===== src/rtl/seg_scan_driver_if.sv =====
// Bus bundle for the seven-segment scan driver.
// The display-side producer drives the digits; the driver returns the anode and segment lines.
interface seg_scan_driver_if;
  logic       load;
  logic [3:0] d1_lo;
  logic [3:0] d10_lo;
  logic [3:0] d1_hi;
  logic [3:0] d10_hi;
  logic       blank_lz;
  logic [3:0] an;
  logic [6:0] seg;
  logic       frame_done;
  logic       pending;

  modport master (
    output load, d1_lo, d10_lo, d1_hi, d10_hi, blank_lz,
    input  an, seg, frame_done, pending
  );

  modport slave (
    input  load, d1_lo, d10_lo, d1_hi, d10_hi, blank_lz,
    output an, seg, frame_done, pending
  );
endinterface


===== src/rtl/seg_scan_driver.sv =====
// Four-digit multiplexed seven-segment driver (common anode).
// Shadowed digit load, commit at frame wrap, leading-zero blanking.
module seg_scan_driver #(
  parameter int PRESCALE     = 50000,
  parameter bit DASH_INVALID = 1'b1
) (
  input logic              clk,
  input logic              rst_n,
  seg_scan_driver_if.slave bus
);

  localparam int CW = $clog2(PRESCALE);
  localparam logic [CW-1:0] LAST = CW'(PRESCALE - 1);

  logic [CW-1:0] cnt;
  logic [1:0]    idx;
  logic          tick;
  logic          boundary;
  logic [15:0]   din;
  logic [15:0]   shadow;
  logic [15:0]   active;
  logic          pend;
  logic          fdone;
  logic [3:0]    an_q;
  logic [6:0]    seg_q;
  logic [3:0]    dig;
  logic          blank;
  logic          z3;
  logic          z2;
  logic          z1;
  logic [3:0]    an_d;
  logic [6:0]    seg_d;

  assign din      = {bus.d10_hi, bus.d1_hi, bus.d10_lo, bus.d1_lo};
  assign tick     = (cnt == LAST);
  assign boundary = tick && (idx == 2'd3);

  function automatic logic [6:0] decode(input logic [3:0] d);
    logic [6:0] s;
    case (d)
      4'd0:    s = 7'b1000000;
      4'd1:    s = 7'b1111001;
      4'd2:    s = 7'b0100100;
      4'd3:    s = 7'b0110000;
      4'd4:    s = 7'b0011001;
      4'd5:    s = 7'b0010010;
      4'd6:    s = 7'b0000010;
      4'd7:    s = 7'b1111000;
      4'd8:    s = 7'b0000000;
      4'd9:    s = 7'b0010000;
      default: s = DASH_INVALID ? 7'b0111111 : 7'b1111111;
    endcase
    return s;
  endfunction

  // Refresh prescaler: one tick per digit slot
  always_ff @(posedge clk or negedge rst_n) begin
    if (!rst_n) begin
      cnt <= '0;
    end else if (tick) begin
      cnt <= '0;
    end else begin
      cnt <= cnt + 1'b1;
    end
  end

  // Digit scan index, advances once per slot
  always_ff @(posedge clk or negedge rst_n) begin
    if (!rst_n) begin
      idx <= 2'd0;
    end else if (tick) begin
      idx <= idx + 2'd1;
    end
  end

  // Shadow capture and tear-free commit at the frame wrap
  always_ff @(posedge clk or negedge rst_n) begin
    if (!rst_n) begin
      shadow <= '0;
      active <= '0;
      pend   <= 1'b0;
      fdone  <= 1'b0;
    end else begin
      fdone <= boundary;
      if (bus.load) begin
        shadow <= din;
      end
      if (boundary) begin
        pend <= 1'b0;
        if (bus.load) begin
          active <= din;
        end else if (pend) begin
          active <= shadow;
        end
      end else if (bus.load) begin
        pend <= 1'b1;
      end
    end
  end

  // Digit select and leading-zero blanking for the current slot
  always_comb begin
    z3    = (active[15:12] == 4'd0);
    z2    = (active[11:8] == 4'd0);
    z1    = (active[7:4] == 4'd0);
    dig   = active[3:0];
    blank = 1'b0;
    unique case (idx)
      2'd0: begin
        dig   = active[3:0];
        blank = 1'b0;
      end
      2'd1: begin
        dig   = active[7:4];
        blank = z3 & z2 & z1;
      end
      2'd2: begin
        dig   = active[11:8];
        blank = z3 & z2;
      end
      2'd3: begin
        dig   = active[15:12];
        blank = z3;
      end
    endcase
    an_d  = ~(4'b0001 << idx);
    seg_d = (bus.blank_lz && blank) ? 7'b1111111 : decode(dig);
  end

  // Registered anode and segment drive
  always_ff @(posedge clk or negedge rst_n) begin
    if (!rst_n) begin
      an_q  <= 4'b1111;
      seg_q <= 7'b1111111;
    end else begin
      an_q  <= an_d;
      seg_q <= seg_d;
    end
  end

  assign bus.an         = an_q;
  assign bus.seg        = seg_q;
  assign bus.frame_done = fdone;
  assign bus.pending    = pend;

endmodule


===== src/flat_wrapper.sv =====
// flat-port wrapper written by rule: the top's interface ports become plain ports
module seg_scan_driver_flat 
#(
  parameter int PRESCALE     = 50000,
  parameter bit DASH_INVALID = 1'b1
)
  (clk, rst_n, bus_load, bus_d1_lo, bus_d10_lo, bus_d1_hi, bus_d10_hi, bus_blank_lz, bus_an, bus_seg, bus_frame_done, bus_pending);
  seg_scan_driver_if bus_i ();
  input logic clk;
  input logic rst_n;
  input wire logic [$bits(bus_i.load)-1:0] bus_load;
  input wire logic [$bits(bus_i.d1_lo)-1:0] bus_d1_lo;
  input wire logic [$bits(bus_i.d10_lo)-1:0] bus_d10_lo;
  input wire logic [$bits(bus_i.d1_hi)-1:0] bus_d1_hi;
  input wire logic [$bits(bus_i.d10_hi)-1:0] bus_d10_hi;
  input wire logic [$bits(bus_i.blank_lz)-1:0] bus_blank_lz;
  output wire logic [$bits(bus_i.an)-1:0] bus_an;
  output wire logic [$bits(bus_i.seg)-1:0] bus_seg;
  output wire logic [$bits(bus_i.frame_done)-1:0] bus_frame_done;
  output wire logic [$bits(bus_i.pending)-1:0] bus_pending;
  assign bus_i.load = bus_load;
  assign bus_i.d1_lo = bus_d1_lo;
  assign bus_i.d10_lo = bus_d10_lo;
  assign bus_i.d1_hi = bus_d1_hi;
  assign bus_i.d10_hi = bus_d10_hi;
  assign bus_i.blank_lz = bus_blank_lz;
  assign bus_an = bus_i.an;
  assign bus_seg = bus_i.seg;
  assign bus_frame_done = bus_i.frame_done;
  assign bus_pending = bus_i.pending;
  seg_scan_driver #(.PRESCALE(PRESCALE), .DASH_INVALID(DASH_INVALID)) u_core (.clk(clk), .rst_n(rst_n), .bus(bus_i));
endmodule

===== config.mk =====
export PLATFORM = sky130hd
export DESIGN_NAME = seg_scan_driver_flat
export DESIGN_NICKNAME = d
export VERILOG_FILES = /design/src/rtl/seg_scan_driver_if.sv /design/src/rtl/seg_scan_driver.sv /design/src/flat_wrapper.sv
export SDC_FILE = /design/constraint.sdc
export NUM_CORES = 1
export LEC_CHECK = 0
export ABC_AREA = 1
export CORE_ASPECT_RATIO = 0.5
export CORE_UTILIZATION = 51
export DETAILED_ROUTE_END_ITERATION = 10
export GPL_TIMING_DRIVEN = 1
export PLACE_DENSITY_LB_ADDON = 0.05
export SYNTH_ARGS = -nofsm -noshare
export SYNTH_HDL_FRONTEND = slang
export SYNTH_SLANG_ARGS = --single-unit

===== constraint.sdc =====
create_clock -name clk -period 1.5 [get_ports clk]
set_input_delay 0.3 -clock clk [delete_from_list [all_inputs] [get_ports clk]]
set_output_delay 0.3 -clock clk [all_outputs]
set_load 0.02 [all_outputs]

==> key figures, run 1 <==
Hold path
  – Hold Path Sink: u_core.shadow[15]
  – Number of cells on the worst hold path: 2
  – Hold Crit Class: register to register
  – Worst hold start: u_core.shadow[15]

Synth
  – Post-synth EDFFs: 0
  – Syn avg cell area: 8.06 µm²
  – Area contributors post-synth: dfrtp_1 (43%), nand2_1 (19%), dfstp_2 (9.5%)
  – Multiplexer share of the synthesized area: 0
  – Ys flop type: dfrtp_1
  – Most instantiated library cell after synthesis: nand2_1
  – Synth Area in Adders: 0.0369
  – Cells after Synth: between 300 and 400
  – Largest family of logic cells by synthesized area: simple AND/OR/NAND/NOR gates
  – Synthesized cell area: slightly above 0.003 mm²
  – Area share of the largest cell type after synthesis: 0.426
  – Post-synth top cells: nand2_1 (153), dfrtp_1 (52), nor2_1 (37)
  – Post-synth top area cell: dfrtp_1
  – Synth Area in Compound Gates: 0.0246
  – XOR/XNOR Fraction of Synth Area: 0.0143
  – Synth Register Bits: 63
  – Register area share after synthesis: 0.520
  – Post-synth ARST share: 1.00
  – Post-Syn Nets: 408
  – Ys Warns: 0
  – Simple-Gate Fraction of Synth Area: 0.336
  – Synth unique cells: 31

Global route
  – Initial antenna violation count: 0
  – Grt total ovfl: 0
  – Global Route met3 Usage: 0.0745
  – Busiest grt layer: met2
  – Global-route usage over all layers: 0.244
  – Largest net degree at the start of global routing: 64
  – Number of global-route vias before repair: between 2000 and 3000
  – Met1 GRT Util: 0.300
  – Met2 usage: 0.402
  – First-pass GRT wire length: 11.7 mm

STA
  – Final period utilization: 1.09
  – Crit path time final: 1.64 ns
  – Slew Limit Fails: 0
  – Final hold viol count: 0
  – Slew @ Worst Pin: between 0.4 and 0.5 ns
  – Fin Hold WS: between 0.4 and 0.5 ns
  – Final setup viols: 7
  – Maximum clock rate: 610 MHz
  – Setup_tns: -0.637 ns
  – Final Skew: around 0.0051 ns
  – Slew headroom: 0.679
  – Setup ws final: -0.140 ns
  – RSZ-0062 raised after global routing: true

Clock network
  – Clk buf depth: 2
  – CTS clk-pin slew, worst paths: 0.05 ns
  – Clock sinks: 63
  – Total CTS buffers: 9
  – H-Tree Level Count: 3
  – Root Driver: clkbuf_16
  – CTS tree: yes
  – Worst-Skew Late Latency: 0.33 ns

Routing
  – DRC violations left: 3
  – Drt pass-1 iters: 7
  – Wire per inst: roughly 13 µm
  – Antenna viol nets, final: 0
  – Drt total wl: roughly 7 mm
  – Routed vias: between 2000 and 3000
  – Drt initial violations: around 110
  – Via density per instance: between 4 and 5

Status
  – Status: complete, but fails checks
  – Violated checks: design-rule violations, negative setup slack

Run
  – Maxcap violations: 0

Worst setup path
  – R2R depth: 10
  – Critical path buffers and inverters: 1
  – Critical path fanouts, max: 5
  – Startpoint types: register
  – Top Family by Delay on Critical Path: simple AND/OR/NAND/NOR gates
  – WP data arrival: about 1.9 ns
  – Critical Path, Cell by Cell: buf_6 > ha_4 > nand2_4 > nand2_4 > nor2_4 > nor2_2 > ha_2 > or2_4 > nand3_2 > nand2_1
  – Largest stage delay on the critical path: 0.42 ns
  – R2r setup slk: -0.14 ns
  – Worst Path Required: ~1.8 ns
  – RR Endpoint: u_core.bus.seg[5]
  – Critical path class: register to register
  – Slowest library cell on the worst path: dfrtp_1
  – Reg2reg start: u_core.idx[0]
  – Type of element capturing the critical path: register
  – Most used cell, CP: nand2_4

Floorplan
  – Die Y: between 50 and 60 µm
  – Row Count: 19
  – Die X: ~110 µm
  – Core footprint: between 0.005 and 0.006 mm²
  – Initial Util: 0.542
  – Io pins: 33
  – DIE AREA: 0.00632 mm²

Layout
  – NumNets Final: 487
  – Design area: 0.00436 mm²
  – Layout cell share with drive strength beyond 1: 0.294
  – Antenna Cells: 0
  – Synth-to-layout area growth: 42.6%

Power and ir drop
  – Maximum vdd drop: around 0.86 mV
  – Pwr dens: between 800 and 900 mW/mm²
  – P_leak: around 2.3 nW

Placement
  – Routability cong.: 0.891
  – Port buffer count: 32
  – DP HPWL: approximately 4.6 mm
  – DP Area: ~0.0037 mm²
-- worst max-delay path by stage --
stage	start	to	slack (ns)	cells after the start
3_5_place_dp	u_core.idx[0]	u_core.bus.seg[4]	-0.16	10
3_3_place_gp	u_core.idx[0]	u_core.bus.seg[3]	-0.09	11
2_1_floorplan	u_core.idx[0]	u_core.bus.seg[3]	-0.07	11
5_1_grt	u_core.idx[0]	u_core.bus.seg[5]	-0.21	10
6_report	u_core.idx[0]	u_core.bus.seg[5]	-0.14	10
4_1_cts	u_core.idx[0]	u_core.bus.seg[5]	-0.10	10
-- layer usage --
metal | vias to the layer above | wire length (µm)
met5 | - | 0
met4 | 0 | 152
met3 | 12 | 289
met2 | 49 | 3340
met1 | 1240 | 3200
li1 | 1348 | -
-- worst reg2reg max path: cells and delay by family, from the launching register on --
kind	cells	cell delay [ns]
and+or+nand+nor	7	0.65
DFF	1	0.42
adders and majority gates	2	0.37
buffers and inverters	1	0.14
-- layout by cell type, fill, tap and decap left out, types with 3 or more instances in the layout --
| cell type | synthesis | layout |
|---|---|---|
| nand2_1 | 153 | 132 |
| dfrtp_1 | 52 | 52 |
| buf_4 | 2 | 37 |
| nor2_1 | 37 | 30 |
| inv_1 | 32 | 27 |
| nand4_1 | 19 | 19 |
| clkdlybuf4s50_1 | 0 | 18 |
| nand2_2 | 3 | 16 |
| nand3_1 | 17 | 14 |
| dlygate4sd2_1 | 0 | 11 |
| dfstp_2 | 11 | 11 |
| nand2_4 | 1 | 9 |
| clkbuf_16 | 0 | 9 |
| inv_2 | 5 | 8 |
| nor2_4 | 1 | 6 |
| xor2_1 | 5 | 5 |
| ha_4 | 0 | 5 |
| buf_6 | 1 | 5 |
| nor3_2 | 0 | 4 |
| o21ai_0 | 4 | 4 |
| clkbuf_1 | 2 | 4 |
| nor2_2 | 1 | 3 |
| nand3_2 | 0 | 3 |
| ha_2 | 0 | 3 |
-- area by class of cell --
cell class,instances,area [µm²]
clock buffer,14,254
timing repair buffer,77,686
tap,73,91.3
multi-input combinational,269,1560
fill,390,1280
inverter,38,165
sequential,63,1590
clock inverter,2,10.0
-- registers in the layout, indices dropped and copies added (netlist names) --
register               flops
u_core.active             16
u_core.bus.seg             7
u_core.bus.an              4
u_core.bus.frame_done      1
u_core.idx                 2
u_core.cnt                16
u_core.shadow             16
u_core.bus.pending         1
-- where the power goes --
part	internal [W]	total [W]	switching [W]
clock	0.00116	0.00186	0.000703
combinational	0.0000681	0.000154	0.0000860
sequential	0.00174	0.00175	0.00000984
total	0.00297	0.00377	0.000799
-- per-stage QoR --
stage	instances	total power (W)	setup slack, ns	util
after floorplan	379	0.00183	-0.0673	-
after global placement	499	0.00193	-0.0891	0.663
after detailed placement	499	0.00193	-0.158	0.663
after CTS	525	0.00381	-0.101	0.736
after global routing	536	0.00390	-0.211	0.773
final	536	0.00377	-0.140	0.773
-- logic make-up after synthesis --
group | count (synthesis)
buffers and inverters | 48
flip-flops | 63
XOR/XNOR | 5
AO/OA/AOI/OAI | 13
adder cells (fa/ha/maj) | 9
AND/OR/NAND/NOR | 241
-- what timing repair did --
| action | 4_1_cts | 5_1_grt |
|---|---|---|
| hold buffers | 1 | 0 |
| hold endpoints to repair | 52 | 0 |
| setup buffers | 8 | 11 |
| pin swaps | 11 | 20 |
| gates cloned | 1 | 0 |
| gates resized for setup | 29 | 40 |
| endpoints found under the setup margin | 22 | 32 |
Note: power is estimated with default switching activity, not from simulation.
==> inputs of run 2 (changes only) <==
--- a/config.mk
+++ b/config.mk
@@ -9,7 +9,7 @@
 export CORE_ASPECT_RATIO = 0.5
 export CORE_UTILIZATION = 51
 export DETAILED_ROUTE_END_ITERATION = 10
-export GPL_TIMING_DRIVEN = 1
+export GPL_TIMING_DRIVEN = 0
 export PLACE_DENSITY_LB_ADDON = 0.05
 export SYNTH_ARGS = -nofsm -noshare
 export SYNTH_HDL_FRONTEND = slang
==> key figures, run 2 (same netlist as run 1, synthesis figures left out) <==
Status
  – Status: complete, but fails checks
  – Violated checks: design-rule violations, negative setup slack

Floorplan
  – Io pins: 33 (unchanged)
  – Die X: 111 µm (unchanged)
  – DIE AREA: 0.00632 mm² (unchanged)
  – Core footprint: 0.00563 mm² (unchanged)
  – Initial Util: 0.542 (unchanged)
  – Die Y: 56.7 µm (unchanged)
  – Row Count: 19 (unchanged)

Placement
  – Port buffer count: 31 (-3.1%)
  – DP Area: 0.00359 mm² (-3.9%)
  – DP HPWL: 4.62 mm (-0.19%)
  – Routability cong.: 0.824 (-7.6%)

Worst setup path
  – Worst Path Required: 1.75 ns (about the same)
  – Critical path fanouts, max: 6 (+1)
  – WP data arrival: 1.87 ns (-0.03 ns)
  – Startpoint types: register
  – Slowest library cell on the worst path: dfrtp_1
  – Top Family by Delay on Critical Path: simple AND/OR/NAND/NOR gates
  – Largest stage delay on the critical path: 0.42 ns (about the same)
  – Critical path buffers and inverters: 1 (unchanged)
  – Type of element capturing the critical path: register
  – Critical Path, Cell by Cell: buf_6 > ha_4 > nand2_4 > nand2_4 > nor2_4 > nor2_4 > ha_2 > or2_4 > nand3_2 > nand2_1
  – Critical path class: register to register

Layout
  – Most common cell after layout, fill and taps aside: nand2_1
  – Most frequent cells in the layout: nand2_1 (120), dfrtp_1 (52), nor2_1 (29), inv_1 (27), nand2_2 (22)
  – Design area: 0.00424 mm² (-2.6%)
  – Antenna Cells: 0 (unchanged)
  – Biggest regs: u_core.active x16, u_core.cnt x16, u_core.shadow x16
  – Synth-to-layout area growth: 38.9%
  – NumNets Final: 471 (-3.3%)
  – Layout cell share with drive strength beyond 1: 0.291 (-0.00291)
  – Fill count: 400 (+2.6%)

STA
  – RSZ-0062 raised after global routing: true
  – Final Skew: 0.00582 ns (+0.000694 ns)
  – Slew headroom: 0.540 (-0.139)
  – Slew @ Worst Pin: 0.690 ns (+0.209 ns)
  – Final period utilization: 1.08 (-0.0145)
  – Slew Limit Fails: 0 (unchanged)
  – Setup ws final: -0.118 ns (+0.0218 ns)
  – Setup_tns: -0.615 ns (+0.0220 ns)
  – Final setup viols: 11 (+4)
  – Crit path time final: 1.62 ns (-0.0218 ns)
  – Final hold viol count: 0 (unchanged)
  – Maximum clock rate: 618 MHz (+1.3%)

Routing
  – Met3 WL: 284 µm (-1.7%)
  – Drt total wl: 7.30 mm (+4.6%)
  – Met2 WL: 3.72 mm (+12%)
  – Antenna viol nets, final: 0 (unchanged)
  – Routed vias: 2653 (+0.15%)
  – Drt pass-1 iters: 7 (unchanged)
  – DRC violations left: 7 (+4)
  – Wire per inst: 14.0 µm (+7.8%)
  – Drt initial violations: 106 (-6.2%)
  – Top sig layer: met4
  – Wl on met1: 3.18 mm (-0.56%)
  – Via density per instance: 5.10 (+3.2%)

Global route
  – Global-route usage over all layers: 0.245 (+0.000732)
  – Grt total ovfl: 0 (unchanged)
  – Largest net degree at the start of global routing: 36 (-44%)
  – Initial antenna violation count: 0 (unchanged)
  – First-pass GRT wire length: 11.7 mm (+0.18%)
  – Number of global-route vias before repair: 2612 (+1.1%)

Hold path
  – Hold Crit Class: primary input to async pin

Clock network
  – Total CTS buffers: 9 (unchanged)
  – H-Tree Level Count: 3 (unchanged)
  – Clock sinks: 63 (unchanged)
  – # hold bufs at CTS: 0 (-1)
  – Worst-Skew Late Latency: 0.33 ns (about the same)
  – CTS clk-pin slew, worst paths: 0.05 ns (about the same)
  – Clk buf depth: 2 (unchanged)
  – CTS tree: yes
  – Root Driver: clkbuf_16

Run
  – Maxcap violations: 0 (unchanged)

Power and ir drop
  – Maximum vdd drop: 0.856 mV (-0.71%)
  – P_leak: 2.23 nW (-2.6%)
  – Pwr dens: 893 mW/mm² (+3.3%)
## run 2: cell types whose count changed in the layout (fill, tap and decap cells not counted), moves of 5 or more
cell / previous run / this run
buf_4: 37 / 15
nand2_2: 16 / 22
buf_2: 1 / 6
nand2_4: 9 / 15
nand2_1: 132 / 120
## run 2: through the flow
| stage | setup slack, ns | power [W] | utilization | cells | hold slack, ns |
|---|---|---|---|---|---|
| 2_1_floorplan | -0.0673 | 0.00183 | - | 379 | 0.00441 |
| 3_3_place_gp | -1.74 | 0.00192 | 0.635 | 483 | 0.444 |
| 3_5_place_dp | -0.191 | 0.00193 | 0.637 | 484 | 0.373 |
| 4_1_cts | -0.0788 | 0.00381 | 0.724 | 515 | 0.0300 |
| 5_1_grt | -0.198 | 0.00393 | 0.753 | 520 | 0.0673 |
| 6_report | -0.118 | 0.00379 | 0.753 | 520 | 0.0206 |
## run 2: timing repair
| action | 4_1_cts | 5_1_grt |
|---|---|---|
| gates resized for setup | 40 | 44 |
| setup endpoints to repair | 38 | 28 |
| pin swaps | 18 | 12 |
| hold endpoints to repair | 0 | 0 |
| buffers inserted | 14 | 6 |
| cloned | 1 | 0 |
## run 2: path summary, 6_finish.rpt
check,end,slack (ns),cells past startpoint,from
hold / removal,u_core.shadow[3],0.02,1,rst_n
hold reg to reg,u_core.shadow[12],0.47,2,u_core.shadow[12]
min in group clk,u_core.shadow[2],0.32,3,bus_load
setup reg to reg,u_core.bus.seg[5],-0.12,10,u_core.idx[0]
max in group asynchronous,u_core.bus.an[0],0.79,2,rst_n
setup / recovery,u_core.bus.seg[5],-0.12,10,u_core.idx[0]
## run 2: cell type report
type	instances	area (µm²)	share of cell area
flip-flops and latches	63	1590	0.375
multi-input cells	268	1570	0.371
repair buffers	52	487	0.115
clock buffers	15	268	0.0631
inverters	38	160	0.0377
well taps	73	91.3	0.0215
plain buffers	10	70.1	0.0165
clock inverters	1	5.00	0.00118
## run 2: report_power, final
| part | internal, W | switching [W] | leakage (nW) |
|---|---|---|---|
| sequential | 0.00174 | 0.0000108 | 0.793 |
| combinational | 0.0000645 | 0.0000865 | 1.30 |
| clock | 0.00121 | 0.000681 | 0.134 |
| total | 0.00301 | 0.000778 | 2.23 |
## run 2: layer usage
layer | GRT usage | up-vias
met5 | 0 | -
met4 | 0.0888 | 0
met3 | 0.0734 | 11
met2 | 0.428 | 53
met1 | 0.290 | 1278
li1 | - | 1311
## run 2: worst register-to-register path, stage by stage (launching register included)
cell	delay (ns)
dfrtp_1	0.42
buf_6	0.14
ha_4	0.19
nand2_4	0.08
nand2_4	0.06
nor2_4	0.12
nor2_4	0.05
ha_2	0.17
or2_4	0.22
nand3_2	0.05
nand2_1	0.05
